<file path="config.mk">
export PLATFORM = sky130hd
export DESIGN_NAME = systolic_result_drain_flat
export DESIGN_NICKNAME = d
export VERILOG_FILES = /design/src/rtl/systolic_result_drain_if.sv /design/src/rtl/systolic_result_drain.sv /design/src/flat_wrapper.sv
export SDC_FILE = /design/constraint.sdc
export NUM_CORES = 1
export LEC_CHECK = 0
export CORE_UTILIZATION = 58
export DETAILED_ROUTE_END_ITERATION = 10
export MAX_ROUTING_LAYER = met4
export PLACE_DENSITY = 0.8
export SLEW_MARGIN = 20
export SYNTH_ARGS = -nofsm -noshare
export SYNTH_HDL_FRONTEND = slang
export SYNTH_SLANG_ARGS = --single-unit
</file>
<file path="constraint.sdc">
create_clock -name clk -period 4.5 [get_ports clk]
set_input_delay 1.125 -clock clk [delete_from_list [all_inputs] [get_ports clk]]
set_output_delay 1.125 -clock clk [all_outputs]
set_load 0.03 [all_outputs]
</file>
<file path="src/rtl/systolic_result_drain_if.sv">
// Memory write port of the systolic result drain.
//   master : driven by the drain (mem_write, mem_data_write, act_addr), samples mem_grant
//   slave  : memory side, drives mem_grant
// A word transfers on a rising clock edge where mem_write and mem_grant are both high.
interface systolic_result_drain_if #(
  parameter int WIDTH = 16
);
  logic                    mem_grant;
  logic                    mem_write;
  logic signed [WIDTH-1:0] mem_data_write;
  logic [11:0]             act_addr;

  modport master (
    input  mem_grant,
    output mem_write,
    output mem_data_write,
    output act_addr
  );

  modport slave (
    output mem_grant,
    input  mem_write,
    input  mem_data_write,
    input  act_addr
  );
endinterface

</file>
<file path="src/rtl/systolic_result_drain.sv">
// Systolic result drain: captures the skewed column outputs of an N x N systolic
// array into a tile buffer, then writes the tile row-major to memory through a
// grant handshake.
// Ports:
//   clk, rst    : clock, asynchronous active-high reset
//   start       : pulse, result_col[0] carries C[0][0] in this cycle
//   result_col  : per-column skewed array outputs (N words of WIDTH bits)
//   addr_C, n   : tile base address and requested dimension, latched on start
//   mem         : memory write port (master side)
//   busy        : high while capturing or draining
//   done        : one-cycle completion pulse
//
// state   | meaning
// --------+--------------------------------------------------------------
// IDLE    | waiting for start; the start cycle already captures slot c=0
// CAPTURE | capturing skew slots c=1 .. 2*n_eff-2, one per cycle, no stall
// DRAIN   | presenting word k, advancing on mem_write & mem_grant
// DONE    | done pulse for one cycle, then back to IDLE
module systolic_result_drain #(
  parameter int N     = 4,
  parameter int WIDTH = 16
) (
  input  logic                       clk,
  input  logic                       rst,
  input  logic                       start,
  input  logic [N-1:0][WIDTH-1:0]    result_col,
  input  logic [11:0]                addr_C,
  input  logic [3:0]                 n,
  systolic_result_drain_if.master    mem,
  output logic                       busy,
  output logic                       done
);

  localparam int RW = (N > 1) ? $clog2(N) : 1;
  localparam int KW = (N > 1) ? $clog2(N * N) : 1;
  // n is only 4 bits wide, so the effective dimension can never exceed 15.
  localparam logic [3:0] N_CAP = (N > 15) ? 4'd15 : 4'(N);

  typedef enum logic [1:0] {
    S_IDLE,
    S_CAPTURE,
    S_DRAIN,
    S_DONE
  } state_t;

  state_t state, state_nxt;

  logic [3:0]    n_eff_in;
  logic [3:0]    n_eff_r;
  logic [3:0]    n_eff_cap;
  logic [11:0]   base_r;
  logic [4:0]    c_r;
  logic [4:0]    cap_idx;
  logic [KW-1:0] k_r;
  logic [RW-1:0] row_r;
  logic [RW-1:0] col_r;
  logic          accept;
  logic          cap_en;
  logic          cap_last;
  logic          k_last;
  logic          wr_accept;
  logic [N-1:0]  col_we;
  logic [RW-1:0] col_row [N];

  logic signed [WIDTH-1:0] tile_buf [N][N];

  assign n_eff_in  = (n > N_CAP) ? N_CAP : n;
  assign accept    = (state == S_IDLE) && start;
  assign cap_last  = (c_r == (({1'b0, n_eff_r}) << 1) - 5'd2);
  assign k_last    = (32'(k_r) == (32'(n_eff_r) * 32'(n_eff_r)) - 32'd1);
  assign wr_accept = (state == S_DRAIN) && mem.mem_grant;

  // The start cycle captures slot 0 from the live inputs before anything is latched.
  assign cap_en    = accept || (state == S_CAPTURE);
  assign cap_idx   = (state == S_IDLE) ? 5'd0 : c_r;
  assign n_eff_cap = (state == S_IDLE) ? n_eff_in : n_eff_r;

  // FSM: state register
  always_ff @(posedge clk or posedge rst) begin
    if (rst) begin
      state <= S_IDLE;
    end else begin
      state <= state_nxt;
    end
  end

  // FSM: next state
  always_comb begin
    state_nxt = state;
    case (state)
      S_IDLE: begin
        if (start) begin
          if (n_eff_in == 4'd0)      state_nxt = S_DONE;
          else if (n_eff_in == 4'd1) state_nxt = S_DRAIN;
          else                       state_nxt = S_CAPTURE;
        end
      end
      S_CAPTURE: if (cap_last) state_nxt = S_DRAIN;
      S_DRAIN:   if (wr_accept && k_last) state_nxt = S_DONE;
      S_DONE:    state_nxt = S_IDLE;
      default:   state_nxt = S_IDLE;
    endcase
  end

  // FSM: outputs
  always_comb begin
    mem.mem_write      = 1'b0;
    mem.mem_data_write = '0;
    mem.act_addr       = '0;
    busy               = 1'b0;
    done               = 1'b0;
    case (state)
      S_CAPTURE: busy = 1'b1;
      S_DRAIN: begin
        busy               = 1'b1;
        mem.mem_write      = 1'b1;
        mem.mem_data_write = tile_buf[row_r][col_r];
        mem.act_addr       = base_r + 12'(k_r);
      end
      S_DONE:  done = 1'b1;
      default: ;
    endcase
  end

  // Counters and latched tile parameters
  always_ff @(posedge clk or posedge rst) begin
    if (rst) begin
      base_r  <= '0;
      n_eff_r <= '0;
      c_r     <= '0;
      k_r     <= '0;
      row_r   <= '0;
      col_r   <= '0;
    end else begin
      case (state)
        S_IDLE: begin
          if (start) begin
            base_r  <= addr_C;
            n_eff_r <= n_eff_in;
            c_r     <= 5'd1;
            k_r     <= '0;
            row_r   <= '0;
            col_r   <= '0;
          end
        end
        S_CAPTURE: c_r <= c_r + 5'd1;
        S_DRAIN: begin
          if (wr_accept) begin
            k_r <= k_r + 1'b1;
            if (col_r == RW'(n_eff_r - 4'd1)) begin
              col_r <= '0;
              row_r <= row_r + 1'b1;
            end else begin
              col_r <= col_r + 1'b1;
            end
          end
        end
        S_DONE: begin
          c_r <= '0;
          k_r <= '0;
        end
        default: ;
      endcase
    end
  end

  // De-skew: at slot c, column j holds element [c-j][j] while 0 <= c-j < n_eff.
  always_comb begin
    for (int j = 0; j < N; j++) begin
      col_we[j]  = cap_en && (32'(cap_idx) >= 32'(j)) &&
                   ((32'(cap_idx) - 32'(j)) < 32'(n_eff_cap));
      col_row[j] = RW'(32'(cap_idx) - 32'(j));
    end
  end

  // Tile buffer carries no reset; an abandoned tile is simply overwritten.
  always_ff @(posedge clk) begin
    for (int j = 0; j < N; j++) begin
      if (col_we[j]) tile_buf[col_row[j]][j] <= result_col[j];
    end
  end

endmodule

</file>
<file path="src/flat_wrapper.sv">
// flat-port wrapper written by rule: the top's interface ports become plain ports
module systolic_result_drain_flat 
#(
  parameter int N     = 4,
  parameter int WIDTH = 16
)
  (clk, rst, start, result_col, addr_C, n, busy, done, mem_mem_grant, mem_mem_write, mem_mem_data_write, mem_act_addr);
  systolic_result_drain_if #(.WIDTH(WIDTH)) mem_i ();
  input  logic clk;
  input  logic rst;
  input  logic start;
  input  logic [N-1:0][WIDTH-1:0] result_col;
  input  logic [11:0] addr_C;
  input  logic [3:0] n;
  output logic busy;
  output logic done;
  input wire logic [$bits(mem_i.mem_grant)-1:0] mem_mem_grant;
  output wire logic [$bits(mem_i.mem_write)-1:0] mem_mem_write;
  output wire logic [$bits(mem_i.mem_data_write)-1:0] mem_mem_data_write;
  output wire logic [$bits(mem_i.act_addr)-1:0] mem_act_addr;
  assign mem_i.mem_grant = mem_mem_grant;
  assign mem_mem_write = mem_i.mem_write;
  assign mem_mem_data_write = mem_i.mem_data_write;
  assign mem_act_addr = mem_i.act_addr;
  systolic_result_drain #(.N(N), .WIDTH(WIDTH)) u_core (.clk(clk), .rst(rst), .start(start), .result_col(result_col), .addr_C(addr_C), .n(n), .mem(mem_i), .busy(busy), .done(done));
endmodule
</file>
==> metrics <==
post-route setup TNS 0 ns; clock buffer count from CTS 29; initial antenna violation count 0; Crit. End Element output port; total grt overflow 0; Finished Cell Area 15200 sq um; die width 150 microns; n_diodes 0; first-pass GRT wire length 42500 microns; CTS tree done; DP HPWL 18600 microns; status completed; Core Region 21300 sq um; fin crit period 4.33 ns; Clock Tree Buf Depth 3; GRT Overall Usage 0.269; hold_sp u_core.base_r[3]; Cell Rows 53; commonest non-fill, non-tap cell in the layout edfxtp_1; die area 22600 sq um; Syn Area/Cell 17.5 sq um; CP Launch Point u_core.row_r[0]; most frequent cells in the layout edfxtp_1, clkdlybuf4s50_1, mux4_2; nets@finish 1001; Peak VDD IR 0.424 mV; vias in the first global route 7436; ANT nets after route 0; Initial DRT Pass Iterations 5; skew final 0.0112 ns; required time of the worst setup path 3.38 ns; clock transition at the registers of the reported paths 0.06 ns; Residual DRC 0; Root Driver clkbuf_16; I/O pin cnt 115; final hold viol count 0; global placer's final weighted congestion 0.903; worst slew pin tran 0.943 ns; Async SR Flop Fraction 0.108; Startpoint Class flip-flop; Skew-Pair Late Insertion Delay 0.55 ns; Critical Path Fanout Max 35; share of cells above drive strength 1 0.177; Num Clock Sinks 287; net count after synthesis 863; Rel. slew slack 0.372; sequential share of the synthesized area 0.664; f_max 0.231 GHz; critical path type reg2out; Routed wire per std cell 24.4 microns; initial core utilization 0.599; die boundary height 150 microns; Max-cap violations 0; worst reg2reg path startpoint u_core.state[0]; Non-Filler Instances 1163; Arr. time, crit path 3.21 ns; # placed instances 1110; number of synthesized flops with an enable pin 256; 1st-iter DRT viols 507; Final Max Tran Viols 0; Tcrit/Tclk final 0.963; Hold Buf Count CTS 0; H-tree levels 1; Syn Inst Count 728; layout overhead on the synthesized area 19.6%; Port Buffers 114; Synth cell types 44; RSZ-0062 raised after global routing no; Leakage 0.00524 uW; Yosys reg bits 287; Pwr Density 564 nW/um^2; via count 7122; final setup fails 0; Post-synth top flop edfxtp_1; YS warnings 0; pin count of the biggest net entering global routing 66; vias per inst 6.12; Post-DP Area 14300 sq um; WL final 28300 microns; final hold slack 0.500 ns; Mapped Area 12800 sq um; Worst Hold Class reg2reg
[cells in the mapped netlist (all sizes together), types with 2 or more instances]
cell / count / area share
buf: 13 / 0.0070
o21ai: 27 / 0.011
and3: 7 / 0.0034
mux4: 80 / 0.14
nand3: 8 / 0.0031
nor2: 24 / 0.0071
or3: 2 / 0.00098
edfxtp: 256 / 0.60
a31oi: 2 / 0.00098
o31ai: 4 / 0.0024
inv: 18 / 0.0053
nand2b: 3 / 0.0015
clkbuf: 22 / 0.0066
dfrtp: 31 / 0.061
or2: 2 / 0.00098
a2111oi: 2 / 0.0024
a21oi: 22 / 0.0086
nor2b: 10 / 0.0049
nand4: 6 / 0.0029
o211ai: 3 / 0.0018
mux2i: 5 / 0.0039
nor3: 10 / 0.0039
xnor2: 17 / 0.012
nor3b: 2 / 0.0012
ha: 50 / 0.049
and2: 31 / 0.015
mux2: 13 / 0.011
a21o: 10 / 0.0059
xor2: 11 / 0.0076
nand2: 28 / 0.0082
o41ai: 2 / 0.0014
[per-layer routing]
layer | track usage | wire length [microns]
met1 | 0.335 | 11000
met2 | 0.453 | 14700
met3 | 0.0367 | 1770
met4 | 0.0944 | 876
met5 | - | 0
[cells by family (layout without fill, tap and decap cells)]
family	after synthesis	count (layout)	share of synthesized area
buf+inv	53	213	0.0188
fa+ha+maj	51	51	0.0506
xor+xnor	28	28	0.0192
flops	287	287	0.664
compound gates	76	76	0.0364
mux	98	98	0.157
simple gates	135	135	0.0546
[cell type report]
| type | count | area, sq um |
|---|---|---|
| Sequential cell | 287 | 8470 |
| Fill cell | 1268 | 6040 |
| Multi-Input combinational cell | 388 | 4060 |
| Timing Repair Buffer | 142 | 1410 |
| Clock buffer | 35 | 748 |
| Tap cell | 275 | 344 |
| Clock inverter | 18 | 158 |
| Inverter | 18 | 67.6 |
[critical path: stages (launching register included)]
cell	delay [ns]
dfrtp_4	0.45
buf_12	0.27
mux4_2	0.59
mux4_2	0.52
and2_1	0.19
clkdlybuf4s50_1	0.59
[repair_timing]
item / 4_1_cts / 5_1_grt
gates resized for setup: 1 / 3
setup endpoints to repair: 2 / 3
buffers inserted: 0 / 0
gates cloned: 0 / 0
[worst paths after layout]
kind                            depth (start not counted)  slack [ns]                      to
worst max-delay path                                    5        0.17  mem_mem_data_write[14]
worst min-delay path                                    1        0.50        u_core.base_r[3]
worst max register to register                         13        0.87  u_core.tile_buf[0][44]
worst min register to register                          1        0.50        u_core.base_r[3]
max in group asynchronous                               3        2.85         u_core.row_r[0]
min in group asynchronous                               2        0.96        u_core.base_r[0]
[power breakdown]
group | leakage [uW] | switching [uW] | internal [uW] | total [uW]
combinational | 0.00210 | 1560 | 1340 | 2900
clock | 0.000444 | 969 | 1300 | 2270
sequential | 0.00270 | 218 | 3210 | 3430
[metrics by stage]
stage               power, uW  setup WS (ns)   util
finish                   8610          0.166  0.716
global route             9000         0.0510  0.716
CTS                      8650         0.0705  0.716
detailed placement       6330          0.323  0.673
global placement         6220          0.430  0.673
floorplan                5430          0.784      -
[registers in the layout, indices dropped and copies added (netlist names)]
name and count:
u_core.tile_buf 256, u_core.base_r 12, u_core.c_r 5, u_core.k_r 4
u_core.n_eff_r 4, u_core.col_r 2, u_core.row_r 2, u_core.state 2
(Power assumes the default switching activity.)
